## src/rtl/enc_dec_pkg.sv

```systemverilog
// Shared constants, types and helpers for the encoder/decoder family.
//   CODE_W / ONEHOT_W : binary index width and matching one-hot width
//   dec_state_e       : decoder pulse FSM states
//   dec_out_t         : registered decoder output payload
//   onehot_of()       : binary code to one-hot vector
package enc_dec_pkg;

  localparam int unsigned CODE_W   = 3;
  localparam int unsigned ONEHOT_W = 8;

  typedef logic [CODE_W-1:0]   code_t;
  typedef logic [ONEHOT_W-1:0] onehot_t;

  typedef enum logic {
    IDLE  = 1'b0,
    PULSE = 1'b1
  } dec_state_e;

  typedef struct packed {
    onehot_t vec;
    code_t   code;
    logic    valid;
  } dec_out_t;

  // Expand a binary index to its one-hot vector.
  function automatic onehot_t onehot_of(input code_t code);
    return onehot_t'(1) << code;
  endfunction

endpackage

```

## src/rtl/dec_3_8_pulse_if.sv

```systemverilog
// Handshake and output bundle of the 3-to-8 pulse decoder.
//   en, in_valid, in_code : code source side (driven by master)
//   in_ready              : decoder can take a code this cycle
//   out, out_code         : one-hot vector and its binary code
//   out_valid, busy       : pulse active / pulse active or code pending
interface dec_3_8_pulse_if;
  import enc_dec_pkg::*;

  logic    en;
  logic    in_valid;
  code_t   in_code;
  logic    in_ready;
  onehot_t out;
  code_t   out_code;
  logic    out_valid;
  logic    busy;

  modport master (
    output en, in_valid, in_code,
    input  in_ready, out, out_code, out_valid, busy
  );

  modport slave (
    input  en, in_valid, in_code,
    output in_ready, out, out_code, out_valid, busy
  );

endinterface

```

## src/rtl/dec_pend_buf.sv

```systemverilog
// Single-entry code buffer holding the next code while a pulse runs.
//   clk, rst : clock, synchronous active-high reset
//   wr       : store wr_code and mark full
//   rd       : release the entry (mark empty)
//   full     : entry holds a code
//   rd_code  : stored code
module dec_pend_buf
  import enc_dec_pkg::*;
(
  input  logic  clk,
  input  logic  rst,
  input  logic  wr,
  input  logic  rd,
  input  code_t wr_code,
  output logic  full,
  output code_t rd_code
);

  // Write wins over read; the parent never issues both in one cycle.
  always_ff @(posedge clk) begin
    if (rst) begin
      full    <= 1'b0;
      rd_code <= '0;
    end else if (wr) begin
      full    <= 1'b1;
      rd_code <= wr_code;
    end else if (rd) begin
      full    <= 1'b0;
    end
  end

endmodule

```

## src/rtl/dec_3_8_pulse.sv

```systemverilog
// Registered 3-to-8 one-hot decoder holding each code for PULSE_LEN cycles.
//   clk, rst : clock, synchronous active-high reset
//   bus      : slave side of dec_3_8_pulse_if
//              (en/in_valid/in_code/in_ready handshake in,
//               out/out_code/out_valid/busy status out)
// A one-entry pending buffer lets the next code start right after the
// current pulse with no idle cycle.
module dec_3_8_pulse
  import enc_dec_pkg::*;
#(
  parameter int unsigned PULSE_LEN = 4,
  parameter int unsigned CNT_W     = 8
) (
  input  logic             clk,
  input  logic             rst,
  dec_3_8_pulse_if.slave   bus
);

  localparam logic [CNT_W-1:0] CNT_RELOAD = CNT_W'(PULSE_LEN - 1);

  dec_state_e       state;
  logic [CNT_W-1:0] cnt;
  dec_out_t         out_q;

  logic  pend_full;
  code_t pend_code;
  logic  ready;
  logic  accept;
  logic  last;
  logic  pend_wr;
  logic  pend_rd;

  // Ready is forced low during reset so a reset-cycle handshake is dropped.
  assign ready   = bus.en & ~pend_full & ~rst;
  assign accept  = bus.in_valid & ready;
  assign last    = (state == PULSE) && (cnt == '0);
  // Mid-pulse accepts park in the buffer; last-cycle accepts bypass it.
  assign pend_wr = accept && (state == PULSE) && !last;
  assign pend_rd = last && pend_full;

  dec_pend_buf u_pend (
    .clk     (clk),
    .rst     (rst),
    .wr      (pend_wr),
    .rd      (pend_rd),
    .wr_code (bus.in_code),
    .full    (pend_full),
    .rd_code (pend_code)
  );

  // Pulse FSM, down-counter and output registers.
  always_ff @(posedge clk) begin
    if (rst) begin
      state <= IDLE;
      cnt   <= '0;
      out_q <= '0;
    end else begin
      case (state)
        IDLE: begin
          if (accept) begin
            out_q.vec   <= onehot_of(bus.in_code);
            out_q.code  <= bus.in_code;
            out_q.valid <= 1'b1;
            cnt         <= CNT_RELOAD;
            state       <= PULSE;
          end
        end
        PULSE: begin
          if (!last) begin
            cnt <= cnt - CNT_W'(1);
          end else if (pend_full) begin
            out_q.vec   <= onehot_of(pend_code);
            out_q.code  <= pend_code;
            out_q.valid <= 1'b1;
            cnt         <= CNT_RELOAD;
          end else if (accept) begin
            out_q.vec   <= onehot_of(bus.in_code);
            out_q.code  <= bus.in_code;
            out_q.valid <= 1'b1;
            cnt         <= CNT_RELOAD;
          end else begin
            out_q.vec   <= '0;
            out_q.valid <= 1'b0;
            state       <= IDLE;
          end
        end
        default: begin
          state <= IDLE;
          cnt   <= '0;
          out_q <= '0;
        end
      endcase
    end
  end

  assign bus.in_ready  = ready;
  assign bus.out       = out_q.vec;
  assign bus.out_code  = out_q.code;
  assign bus.out_valid = out_q.valid;
  assign bus.busy      = out_q.valid | pend_full;

endmodule

```

## src/flat_wrapper.sv

```systemverilog
// flat-port wrapper written by rule: the top's interface ports become plain ports
module dec_3_8_pulse_flat import enc_dec_pkg::*;
#(
  parameter int unsigned PULSE_LEN = 4,
  parameter int unsigned CNT_W     = 8
)
  (clk, rst, bus_en, bus_in_valid, bus_in_code, bus_in_ready, bus_out, bus_out_code, bus_out_valid, bus_busy);
  dec_3_8_pulse_if bus_i ();
  input  logic clk;
  input  logic rst;
  input wire logic [$bits(bus_i.en)-1:0] bus_en;
  input wire logic [$bits(bus_i.in_valid)-1:0] bus_in_valid;
  input wire logic [$bits(bus_i.in_code)-1:0] bus_in_code;
  output wire logic [$bits(bus_i.in_ready)-1:0] bus_in_ready;
  output wire logic [$bits(bus_i.out)-1:0] bus_out;
  output wire logic [$bits(bus_i.out_code)-1:0] bus_out_code;
  output wire logic [$bits(bus_i.out_valid)-1:0] bus_out_valid;
  output wire logic [$bits(bus_i.busy)-1:0] bus_busy;
  assign bus_i.en = bus_en;
  assign bus_i.in_valid = bus_in_valid;
  assign bus_i.in_code = bus_in_code;
  assign bus_in_ready = bus_i.in_ready;
  assign bus_out = bus_i.out;
  assign bus_out_code = bus_i.out_code;
  assign bus_out_valid = bus_i.out_valid;
  assign bus_busy = bus_i.busy;
  dec_3_8_pulse #(.PULSE_LEN(PULSE_LEN), .CNT_W(CNT_W)) u_core (.clk(clk), .rst(rst), .bus(bus_i));
endmodule
```

## config.mk

```make
export PLATFORM = sky130hd
export DESIGN_NAME = dec_3_8_pulse_flat
export DESIGN_NICKNAME = d
export VERILOG_FILES = /design/src/rtl/enc_dec_pkg.sv /design/src/rtl/dec_3_8_pulse_if.sv /design/src/rtl/dec_pend_buf.sv /design/src/rtl/dec_3_8_pulse.sv /design/src/flat_wrapper.sv
export SDC_FILE = /design/constraint.sdc
export NUM_CORES = 1
export LEC_CHECK = 0
export BUFFER_PORTS_ARGS = -buffer_cell sky130_fd_sc_hd__buf_2
export CAP_MARGIN = 20
export CORE_MARGIN = 10
export CORE_UTILIZATION = 30
export CTS_BUF_LIST = sky130_fd_sc_hd__clkbuf_16
export CTS_CLUSTER_SIZE = 24
export DETAILED_ROUTE_END_ITERATION = 10
export GPL_ROUTABILITY_DRIVEN = 0
export PLACE_DENSITY = 0.56
export SETUP_SLACK_MARGIN = 0.02
export SLEW_MARGIN = 40
export SYNTH_ARGS = -nofsm -noshare
export SYNTH_HDL_FRONTEND = slang
export SYNTH_SLANG_ARGS = --single-unit
```

## constraint.sdc

```tcl
create_clock -name clk -period 3 [get_ports clk]
set_clock_uncertainty 0.1 [all_clocks]
set_input_delay 0.6 -clock clk [delete_from_list [all_inputs] [get_ports clk]]
set_output_delay 0.6 -clock clk [all_outputs]
set_load 0.1 [all_outputs]
```

=== Word-level counts from Yosys, hierarchy flattened ===
Cells that the tools add are included.

* Muxes and demuxes: 16
* Add/sub/neg operators: 1
* Reductions and logical operators: 9
* Equal/unequal tests: 3
* Bitwise gates (word level): 7
* Shift operators: 2

{| class="wikitable"
|+ Operators by type and width
! cell !! count
|-
| two-way mux 12 bit || 3
|-
| two-way mux 8 bit || 4
|-
| one-hot mux 12 bit (2 select lines) || 1
|-
| one-hot mux 8 bit (2 select lines) || 1
|-
| << shifter 1 x 3 -> 8 bit (first input constant) || 2
|-
| logical NOT 8 bit || 1
|-
| subtractor 8 x 1 -> 8 bit (second input constant) || 1
|-
| two-way mux 1 bit || 5
|-
| logical AND 1 bit || 4
|-
| AND 1 bit || 3
|-
| two-way mux 3 bit || 1
|-
| inequality test 3 bit (second input constant) || 1
|-
| inverter 1 bit || 3
|-
| AND reduction 3 bit || 1
|-
| inequality test 2 x 1 -> 1 bit (second input constant) || 1
|-
| inequality test 2 bit (second input constant) || 1
|-
| one-hot mux 1 bit (2 select lines) || 1
|-
| AND reduction 2 bit || 1
|-
| nonzero test 2 bit || 1
|-
| logical NOT 1 bit || 1
|-
| bitwise OR 1 bit || 1
|}

* Input port bits: 7
* Output and inout bits: 14
* Word-level logic and storage cells: 45
* Bits in registers: 25

=== Depth between registers and ports, before layout ===
Gate-level depths: netlist of the first run.

* Word-level depth: 8
* Depth in mapped cells: 7
* Mapped depth without buffers: 6

=== Modules after synthesis ===
Synthesis of the first run repeated with hierarchy kept, for this count alone.

* Cells, all modules: 161
* Area, all modules: 1318.8 µm²

{| class="wikitable"
|+ By module, submodules not included
! module !! area an instance (µm²) !! cells each !! sequential area each (µm²) !! times used
|-
| dec_3_8_pulse || 1182.4 || 148 || 420.4 || 1
|-
| dec_pend_buf || 136.4 || 13 || 80.1 || 1
|}

=== Least setup slack after synthesis of the first run ===
OpenSTA, ideal clock, no wires.

* Path type: input -> output
* Start point: input rst
* End point: output bus_in_ready
* Arrival: 3.167 ns
* Path buffers: 2
* Path slack: -0.867 ns
* Required time: 2.300 ns
* Stages: 3
* Cell sequence: buf_2 -> clkbuf_1 -> nor3b_1

* Word-level cells in the longest chain between the ends: 2

{| class="wikitable"
|+ Ends and longest elaborated chain
! what !! line !! RTL
|-
| start: declaration || flat_wrapper.sv:10 || <nowiki>input logic rst;</nowiki>
|-
| inverter 1 bit || dec_3_8_pulse.sv:34 || <nowiki>assign ready = bus.en & ~pend_full & ~rst;</nowiki>
|-
| AND 1 bit || dec_3_8_pulse.sv:34 ||
|-
| end: declaration || flat_wrapper.sv:14 || <nowiki>output wire logic [$bits(bus_i.in_ready)-1:0] bus_in_ready;</nowiki>
|}

Every way passes these cells.

=== Worst setup path after layout of the first run ===
Ends and elaborated chain as after synthesis.

==> results of run 1 <==
## Yosys cell counts (all sizes together), types with 4 or more instances
cell type	instances	area [um^2]
mux2i	5	50.05
a211oi	9	77.57
nor2	27	101.4
nor3	9	45.04
dfxtp	25	500.5
nand2	9	33.78
nand3	4	20.02
a31oi	5	31.28
a21oi	8	43.79
buf	5	33.78
o21ai	7	35.03
## cell families (layout without fill, tap and decap cells)
logic type,Yosys count,after routing
mux,5,5
flops,25,25
buf+inv,11,28
compound gates,45,45
fa+ha+maj,2,2
simple gates,68,68
## worst paths after layout
| check | startpoint | endpoint | cells past startpoint |
|---|---|---|---|
| worst max-delay path | rst | bus_in_ready | 3 |
| worst min-delay path | u_core.bus.out_code[1] | u_core.bus.out_code[1] | 2 |
| worst max register to register | u_core.cnt[0] | u_core.bus.out[7] | 6 |
| worst min register to register | u_core.bus.out_code[1] | u_core.bus.out_code[1] | 2 |
## layout by cell type, fill, tap and decap left out, types with 2 or more instances in the layout
cell / instances
nor2_1: 27
dfxtp_1: 25
buf_2: 20
nand2_1: 9
nor3_1: 9
o21ai_0: 7
a211oi_1: 7
a21oi_1: 7
mux2i_1: 5
a31oi_1: 5
inv_1: 4
nand3_1: 4
o31ai_1: 3
clkbuf_16: 3
or4_1: 2
nor2b_1: 2
nand2b_1: 2
a2bb2oi_1: 2
a211oi_2: 2
a221oi_1: 2
ha_1: 2
## area by class of cell
type	instances	area (um^2)	share of cell area [%]
multi-input cells	120	798.3	51.12
flip-flops and latches	25	500.5	32.05
repair buffers	21	107.6	6.891
clock buffers	3	75.07	4.808
well taps	52	65.06	4.167
inverters	3	11.26	0.7212
clock inverters	1	3.754	0.2404
## critical path: stages
cell     delay, ps
buf_2          270
nor3b_2        200
buf_2          440
## power by group
part	internal, mW	switching (mW)
clock	0.178	0.113
sequential	0.354	0.0223
combinational	0.0631	0.193
## per-stage QoR
step	hold slack (ps)	worst slack, ps	power, mW
CTS	358.6	762.4	0.9361
finish	358.8	778.4	0.9240
global route	395.4	709.6	0.9703
floorplan	376.7	128.2	0.5940
global placement	349.8	638.0	0.6408
detailed placement	347.4	652.1	0.6408
## per-layer routing
metal	track usage [%]	vias to the layer above	share of wire, %
met4	1.178	0	0.39
li1	-	619	-
met3	3.464	2	4.2
met2	14.46	17	47
met1	9.989	567	48
met5	0	-	0
## state kept, by name, indices dropped and copies added (netlist names)
name	cells
u_core.state	1
u_core.bus.out_code	3
u_core.bus.out_valid	1
u_core.cnt	8
u_core.u_pend.rd_code	3
u_core.bus.out	8
u_core.u_pend.full	1
==> results.sh, run 1 <==
export IMPL_first_global_vias=1156
export IMPL_syn_avg_cell_area_um2=8.654
export IMPL_stdcell_count=225
export IMPL_cts_root_buffer_cell="clkbuf_16"
export IMPL_p_leak_nw=0.6163
export IMPL_async_flop_share_pct=0
export IMPL_fillers=450
export IMPL_rows=24
export IMPL_synth_compound_area_share_pct=24.56
export IMPL_design_area_um2=1562
export IMPL_diodes=0
export IMPL_synth_edff_count=0
export IMPL_criticalPathCategory="in -> out"
export IMPL_crit_required_ps=2300
export IMPL_cts_setup_buffers=0
export IMPL_die_w_um=87.09
export IMPL_synth_adder_area_share_pct=1.854
export IMPL_clockBufferDepth=2
export IMPL_layout_drive_gt1_share_pct=21.39
export IMPL_synth_cell_types=46
export IMPL_status="complete, no violations"
export IMPL_cts_tree="done"
export IMPL_hold_viol_final=0
export IMPL_power_density_nw_per_um2=591.7
export IMPL_peakVddDrop_v=0.0003457
export IMPL_rrSetupSlack_ps=900
export IMPL_start_util_pct=31.01
export IMPL_drcViolationCount=0
export IMPL_layout_min_cycle_time_ps=2222
export IMPL_synth_cell_area_um2=1350
export IMPL_synth_mux_area_share_pct=3.707
export IMPL_endpoint_kind="output port"
export IMPL_cts_made_buffers=3
export IMPL_gr_total_overflow=0
export IMPL_fin_crit_sh_pct=74.05
export IMPL_holdBufCountCts=0
export IMPL_grt_pass1_wl_mm=5.347
export IMPL_die_h_um=87.09
export IMPL_routed_wl_mm=3.293
export IMPL_synth_top_family_by_area="simple AND/OR/NAND/NOR gates"
export IMPL_yosys_area_share_simple_pct=28.64
export IMPL_finalMaxSlewViolations=0
export IMPL_worst_ep_arrival_time_ps=1520
export IMPL_ys_warn_count=0
export IMPL_die_area_um2=7584
export IMPL_dpl_hpwl_mm=2.462
export IMPL_fp_coreArea_um2=4354
export IMPL_setup_viol_count_final=0
export IMPL_fin_nets=183
export IMPL_place_area_um2=1483
export IMPL_syn_to_final_growth_pct=15.66
export IMPL_min_path_type="reg -> reg"
export IMPL_wire_per_inst_um=14.64
export IMPL_cp_max_fo=28
export IMPL_crit_path_start_kind="primary input"
export IMPL_synth_seq_cells=25
export IMPL_finish_utilization_pct=35.86
export IMPL_via_per_inst=5.356
export IMPL_cts_resized=0
export IMPL_fin_setup_tns_ps=0
export IMPL_numPortBuffers=20
export IMPL_cts_max_level=1
export IMPL_synth_net_count=165
export IMPL_io_pins=21
export IMPL_tightest_slew_ps=570.3
export IMPL_synthXorXnorAreaFrac_pct=0
export IMPL_dp_cells=221
export IMPL_ant_nets=0
export IMPL_relSlewSlack_pct=61.80
export IMPL_clk_pin_slew_ps=60
export IMPL_antenna_found_initial=0
export IMPL_max_freq_mhz=450.1
export IMPL_vias=1205
export IMPL_drtIter0Drc=77
export IMPL_max_cap_violations=0
export IMPL_cts_sinks=25
export IMPL_ys_seq_area_share_pct=37.07
export IMPL_grt_max_degree=29
export IMPL_clk_latency_ps=260
export IMPL_grt_util_all_layers_pct=8.526
export IMPL_synth_flop_cell="dfxtp_1"
export IMPL_dr_pass1_iters=4
export IMPL_synthCells=156
export IMPL_grt_setup_unrepaired="false"
Power figures use the tool's default switching activity.
==> inputs of run 2 (changes only) <==
Settings changed: ABC_AREA from default to 1.
Clock period 3 ns to 2.17 ns, I/O delays scaled along.
==> run 2 against run 1 <==
Final cell count grew 12%. Design area shrank 0.48%. Global-route usage grew 0.18 points. Non-clock buffer count grew 1. Flip-flop and latch count is the same. Sequential power grew 35%. Critical path depth shrank 1. Worst setup slack lost 490 ps. Clock power grew 42%. Routed wire length shrank 5.3%. Critical path type is now reg -> out. Highest routed layer unchanged.
==> results.sh, run 2 <==
export IMPL_synth_cell_area_um2=1300
export IMPL_crit_path_start_kind="flip-flop"
export IMPL_numPortBuffers=20
export IMPL_cts_made_buffers=3
export IMPL_endpoint_kind="output port"
export IMPL_grt_setup_unrepaired="false"
export IMPL_wl_met1_mm=1.589
export IMPL_syn_avg_cell_area_um2=7.222
export IMPL_peakVddDrop_v=0.0004229
export IMPL_synthCells=180
export IMPL_synth_flop_cell="dfxtp_1"
export IMPL_cts_max_level=1
export IMPL_fp_coreArea_um2=4086
export IMPL_final_common_cell="nand2_1"
export IMPL_drcViolationCount=0
export IMPL_worst_ep_arrival_time_ps=1350
export IMPL_ant_nets=0
export IMPL_die_w_um=85.83
export IMPL_die_area_um2=7366
export IMPL_rrSetupSlack_ps=560
export IMPL_fin_nets=212
export IMPL_yosysTopAreaCell="dfxtp_1"
export IMPL_synth_most_common_cell="nand2_1"
export IMPL_cts_resized=0
export IMPL_first_global_vias=1229
export IMPL_dr_pass1_iters=4
export IMPL_cts_tree="done"
export IMPL_tightest_slew_ps=495.5
export IMPL_criticalPathCategory="reg -> out"
export IMPL_final_cell_mix="nand2_1, dfxtp_1, inv_1, buf_2"
export IMPL_diodes=0
export IMPL_async_flop_share_pct=0
export IMPL_wire_per_inst_um=12.38
export IMPL_clk_pin_slew_ps=60
export IMPL_status="complete, no violations"
export IMPL_top_layer_used="met4"
export IMPL_synth_edff_count=0
export IMPL_syn_to_final_growth_pct=19.54
export IMPL_clockBufferDepth=2
export IMPL_dpl_hpwl_mm=2.327
export IMPL_p_clk_share_pct=32.1
export IMPL_routed_wl_mm=3.120
export IMPL_grt_max_degree=19
export IMPL_ys_warn_count=0
export IMPL_layout_min_cycle_time_ps=1883
export IMPL_fin_setup_tns_ps=0
export IMPL_grt_pass1_wl_mm=5.464
export IMPL_netSwitchingPower_mw=0.4673
export IMPL_synth_top_area_share_pct=38.50
export IMPL_p_leak_nw=0.6858
export IMPL_rows=23
export IMPL_holdBufCountCts=0
export IMPL_drtIter0Drc=54
export IMPL_start_util_pct=31.81
export IMPL_power_density_nw_per_um2=833.9
export IMPL_wl_met2_mm=1.319
export IMPL_layout_drive_gt1_share_pct=19.31
export IMPL_gr_total_overflow=0
export IMPL_cp_max_fo=6
export IMPL_min_path_type="reg -> reg"
export IMPL_antenna_found_initial=0
export IMPL_die_h_um=85.83
export IMPL_pwr_share_comb_pct=28.6
export IMPL_cts_setup_buffers=0
export IMPL_grt_util_all_layers_pct=8.708
export IMPL_finalMaxSlewViolations=0
export IMPL_cts_sinks=25
export IMPL_synth_seq_cells=25
export IMPL_hold_viol_final=0
export IMPL_via_per_inst=4.841
export IMPL_p_int_mw=0.8286
export IMPL_wl_met3_um=151
export IMPL_synthTopCellsByCount="nand2_1, dfxtp_1, inv_1"
export IMPL_synth_net_count=189
export IMPL_vias=1220
export IMPL_swShare_pct=36.06
export IMPL_finalHoldWorstSlack_ps=379.7
export IMPL_ys_seq_area_share_pct=38.50
export IMPL_clk_latency_ps=260
export IMPL_fin_crit_sh_pct=86.80
export IMPL_cts_root_buffer_cell="clkbuf_16"
export IMPL_crit_required_ps=1640
export IMPL_max_freq_mhz=530.9
export IMPL_seqPwrFrac_pct=39.3
export IMPL_max_cap_violations=0
export IMPL_synthTopCellsByArea="dfxtp_1, nand2_1, o21ai_0, inv_1, a31oi_1"
export IMPL_relSlewSlack_pct=67.19
export IMPL_synth_cell_types=26
export IMPL_io_pins=21
export IMPL_setup_viol_count_final=0
-- run 2: cell count changes after synthesis, moves of 3 or more --
cell / before / now
a31oi_1: 5 / 11
a21oi_1: 7 / 10
nand2_1: 9 / 32
nor3_1: 9 / 0
a211oi_1: 7 / 0
inv_1: 3 / 19
o21ai_0: 7 / 17
mux2i_1: 5 / 0
clkbuf_1: 3 / 0
nand3_1: 4 / 12
nor2_1: 27 / 18
o31ai_1: 3 / 0
xor2_1: 0 / 4
nand4_1: 1 / 9
-- run 2: worst paths after layout --
kind,depth (start not counted),endpoint,from
max,2,bus_busy,u_core.u_pend.full
min,2,u_core.cnt[1],u_core.cnt[1]
max reg2reg,9,u_core.bus.out_code[1],u_core.cnt[0]
min reg2reg,2,u_core.cnt[1],u_core.cnt[1]
-- run 2: stage by stage --
step / setup WS, ps / instances / instance area, um^2 / power [mW] / utilization, %
floorplan: 115.1 / 180 / 1308 / 0.8244 / -
global placement: 491.2 / 248 / 1474 / 0.8912 / 36.07
detailed placement: 507.4 / 248 / 1474 / 0.8916 / 36.07
CTS: 274.2 / 252 / 1554 / 1.309 / 38.03
global route: 233.2 / 252 / 1554 / 1.361 / 38.03
finish: 286.5 / 252 / 1554 / 1.296 / 38.03
-- run 2: final cells by class --
cell class / instances / area [um^2]
inverter: 21 / 78.83
clock inverter: 1 / 5.005
tap: 50 / 62.56
sequential: 25 / 500.5
clock buffer: 3 / 75.07
timing repair buffer: 22 / 130.1
multi-input combinational: 130 / 701.9
fill: 442 / 2532
-- run 2: power by group through the flow --
stage,sequential [mW],clock (mW),combinational (mW)
after floorplan,0.649,0,0.176
after global placement,0.519,0,0.372
after detailed placement,0.520,0,0.371
after CTS,0.510,0.427,0.373
after global routing,0.514,0.440,0.407
final,0.510,0.416,0.370
-- run 2: per-layer routing --
metal  track usage [%]  up-vias
met5                 0        -
met4             4.192        0
li1                  -      654
met1             10.88      541
met2             13.35       21
met3             2.460        4
-- run 2: cell families (layout without fill, tap and decap cells) --
kind of cell	after synthesis	after routing	synth area share, %
buffers and inverters	25	47	8.084
adder cells (fa/ha/maj)	2	2	1.925
AND/OR/NAND/NOR	81	81	30.12
AO/OA/AOI/OAI	43	43	18.67
flip-flops	25	25	38.50
XOR/XNOR	4	4	2.695
-- run 2: worst max-delay path, stage by stage (launching register included) --
cell,delay (ps)
dfxtp_1,510
or2_2,170
buf_2,410
==> inputs of run 3 (changes only) <==
Settings changed: ABC_AREA 1 to default, GPL_TIMING_DRIVEN from default to 0, SKIP_LAST_GASP from default to 1.
==> run 3 against run 2 <==
Count of clock-buffer cells in the layout stayed put. Maximum frequency is 5.4% lower. Global-route usage is 0.77 points higher. Register-to-register slack worse by 350 ps. Critical path type is now in -> out. Largest cell class unchanged.
==> results.sh, run 3 (same netlist as run 1, synthesis figures left out) <==
export IMPL_gr_total_overflow=0
export IMPL_start_util_pct=31.01
export IMPL_finish_utilization_pct=37.16
export IMPL_hold_viol_final=0
export IMPL_fp_coreArea_um2=4354
export IMPL_vias=1229
export IMPL_die_area_um2=7584
export IMPL_clk_pin_slew_ps=60
export IMPL_p_leak_nw=0.6407
export IMPL_cts_setup_buffers=0
export IMPL_wire_per_inst_um=14.98
export IMPL_syn_to_final_growth_pct=19.83
export IMPL_setup_viol_count_final=0
export IMPL_reg2reg_from="u_core.cnt[1]"
export IMPL_max_cap_violations=0
export IMPL_cts_max_level=1
export IMPL_ant_nets=0
export IMPL_diodes=0
export IMPL_critPathLaunch="rst"
export IMPL_crit_path_start_kind="primary input"
export IMPL_globalRouteMet1Util_pct=11.02
export IMPL_drcViolationCount=0
export IMPL_clockBufferDepth=2
export IMPL_cts_sinks=25
export IMPL_die_h_um=87.09
export IMPL_fin_setup_tns_ps=0
export IMPL_drtIter0Drc=71
export IMPL_hold_start="u_core.bus.out_code[0]"
export IMPL_criticalPathCategory="in -> out"
export IMPL_io_pins=21
export IMPL_status="complete, no violations"
export IMPL_grt_use_met3_pct=2.809
export IMPL_design_area_um2=1618
export IMPL_use_met2_pct=16.52
export IMPL_relSlewSlack_pct=61.26
export IMPL_dpl_hpwl_mm=2.584
export IMPL_numPortBuffers=19
export IMPL_peakVddDrop_v=0.0003796
export IMPL_tightest_slew_ps=578.8
export IMPL_fin_nets=189
export IMPL_via_per_inst=5.320
export IMPL_die_w_um=87.09
export IMPL_rows=24
export IMPL_layout_drive_gt1_share_pct=24.58
export IMPL_fin_crit_sh_pct=91.73
export IMPL_antenna_found_initial=0
export IMPL_place_area_um2=1525
export IMPL_clk_latency_ps=260
export IMPL_dr_pass1_iters=4
export IMPL_holdBufCountCts=0
export IMPL_power_density_nw_per_um2=809.5
export IMPL_worst_ep_arrival_time_ps=1460
export IMPL_routed_wl_mm=3.461
export IMPL_crit_required_ps=1640
export IMPL_cts_made_buffers=3
export IMPL_layout_min_cycle_time_ps=1991
export IMPL_final_cell_mix="nor2_1, dfxtp_1, buf_2, nand2_1, nor3_1"
export IMPL_endpoint_kind="output port"
export IMPL_grt_util_all_layers_pct=9.481
export IMPL_total_power_mw=1.310
export IMPL_finalMaxSlewViolations=0
export IMPL_cts_tree="done"
export IMPL_cts_root_buffer_cell="clkbuf_16"
export IMPL_grt_pass1_wl_mm=5.823
export IMPL_min_path_type="reg -> reg"
export IMPL_grt_max_degree=16
export IMPL_first_global_vias=1211
export IMPL_final_common_cell="nor2_1"
export IMPL_busiest_layer="met2"
export IMPL_cp_max_fo=10
export IMPL_grt_setup_unrepaired="false"
export IMPL_max_freq_mhz=502.4
## run 3: cell types whose count changed in the layout (fill, tap and decap cells not counted), sizes merged, moves of 9 or more
cell,change
a211oi,+9
nor3,+9
o21ai,-12
nand4,-9
nand2,-27
nand3,-9
inv,-17
## run 3: repair_timing
action	in CTS	in global routing
gates cloned	0	0
gates resized for setup	1	2
endpoints found under the setup margin	1	1
## run 3: worst paths after layout
check	endpoint	slack (ps)	depth (start not counted)
setup / recovery	bus_in_ready	180	4
hold / removal	u_core.bus.out_code[0]	360	2
setup reg to reg	u_core.bus.out[1]	210	6
hold reg to reg	u_core.bus.out_code[0]	360	2
## run 3: metal layers
layer	wire (um)	vias to the layer above
met5	0	-
met4	0	0
met3	117	0
met2	1769	17
met1	1574	583
li1	-	629
## run 3: critical path: stages
cell	delay, ps
buf_2	170
clkbuf_4	220
nor3b_4	190
buf_2	440
## run 3: final cells by class
class / instances / area, um^2
Buffer: 8 / 50.05
Clock buffer: 3 / 75.07
Clock inverter: 1 / 7.507
Fill cell: 460 / 2736
Inverter: 3 / 11.26
Multi-Input combinational cell: 120 / 812.0
Sequential cell: 25 / 501.7
Tap cell: 52 / 65.06
Timing Repair Buffer: 19 / 95.09
## run 3: through the flow
step,setup WS [ps],std cells,hold WS [ps]
2_1_floorplan,25.32,156,376.7
3_3_place_gp,143.2,227,350.6
6_report,179.5,231,357.6
4_1_cts,108.0,231,360.2
3_5_place_dp,130.6,227,351.3
5_1_grt,54.71,231,383.4
## run 3: where the power goes
group	internal, mW	total [mW]	switching, mW
Combinational	0.0952	0.371	0.276
Sequential	0.490	0.516	0.0258
Clock	0.251	0.423	0.172
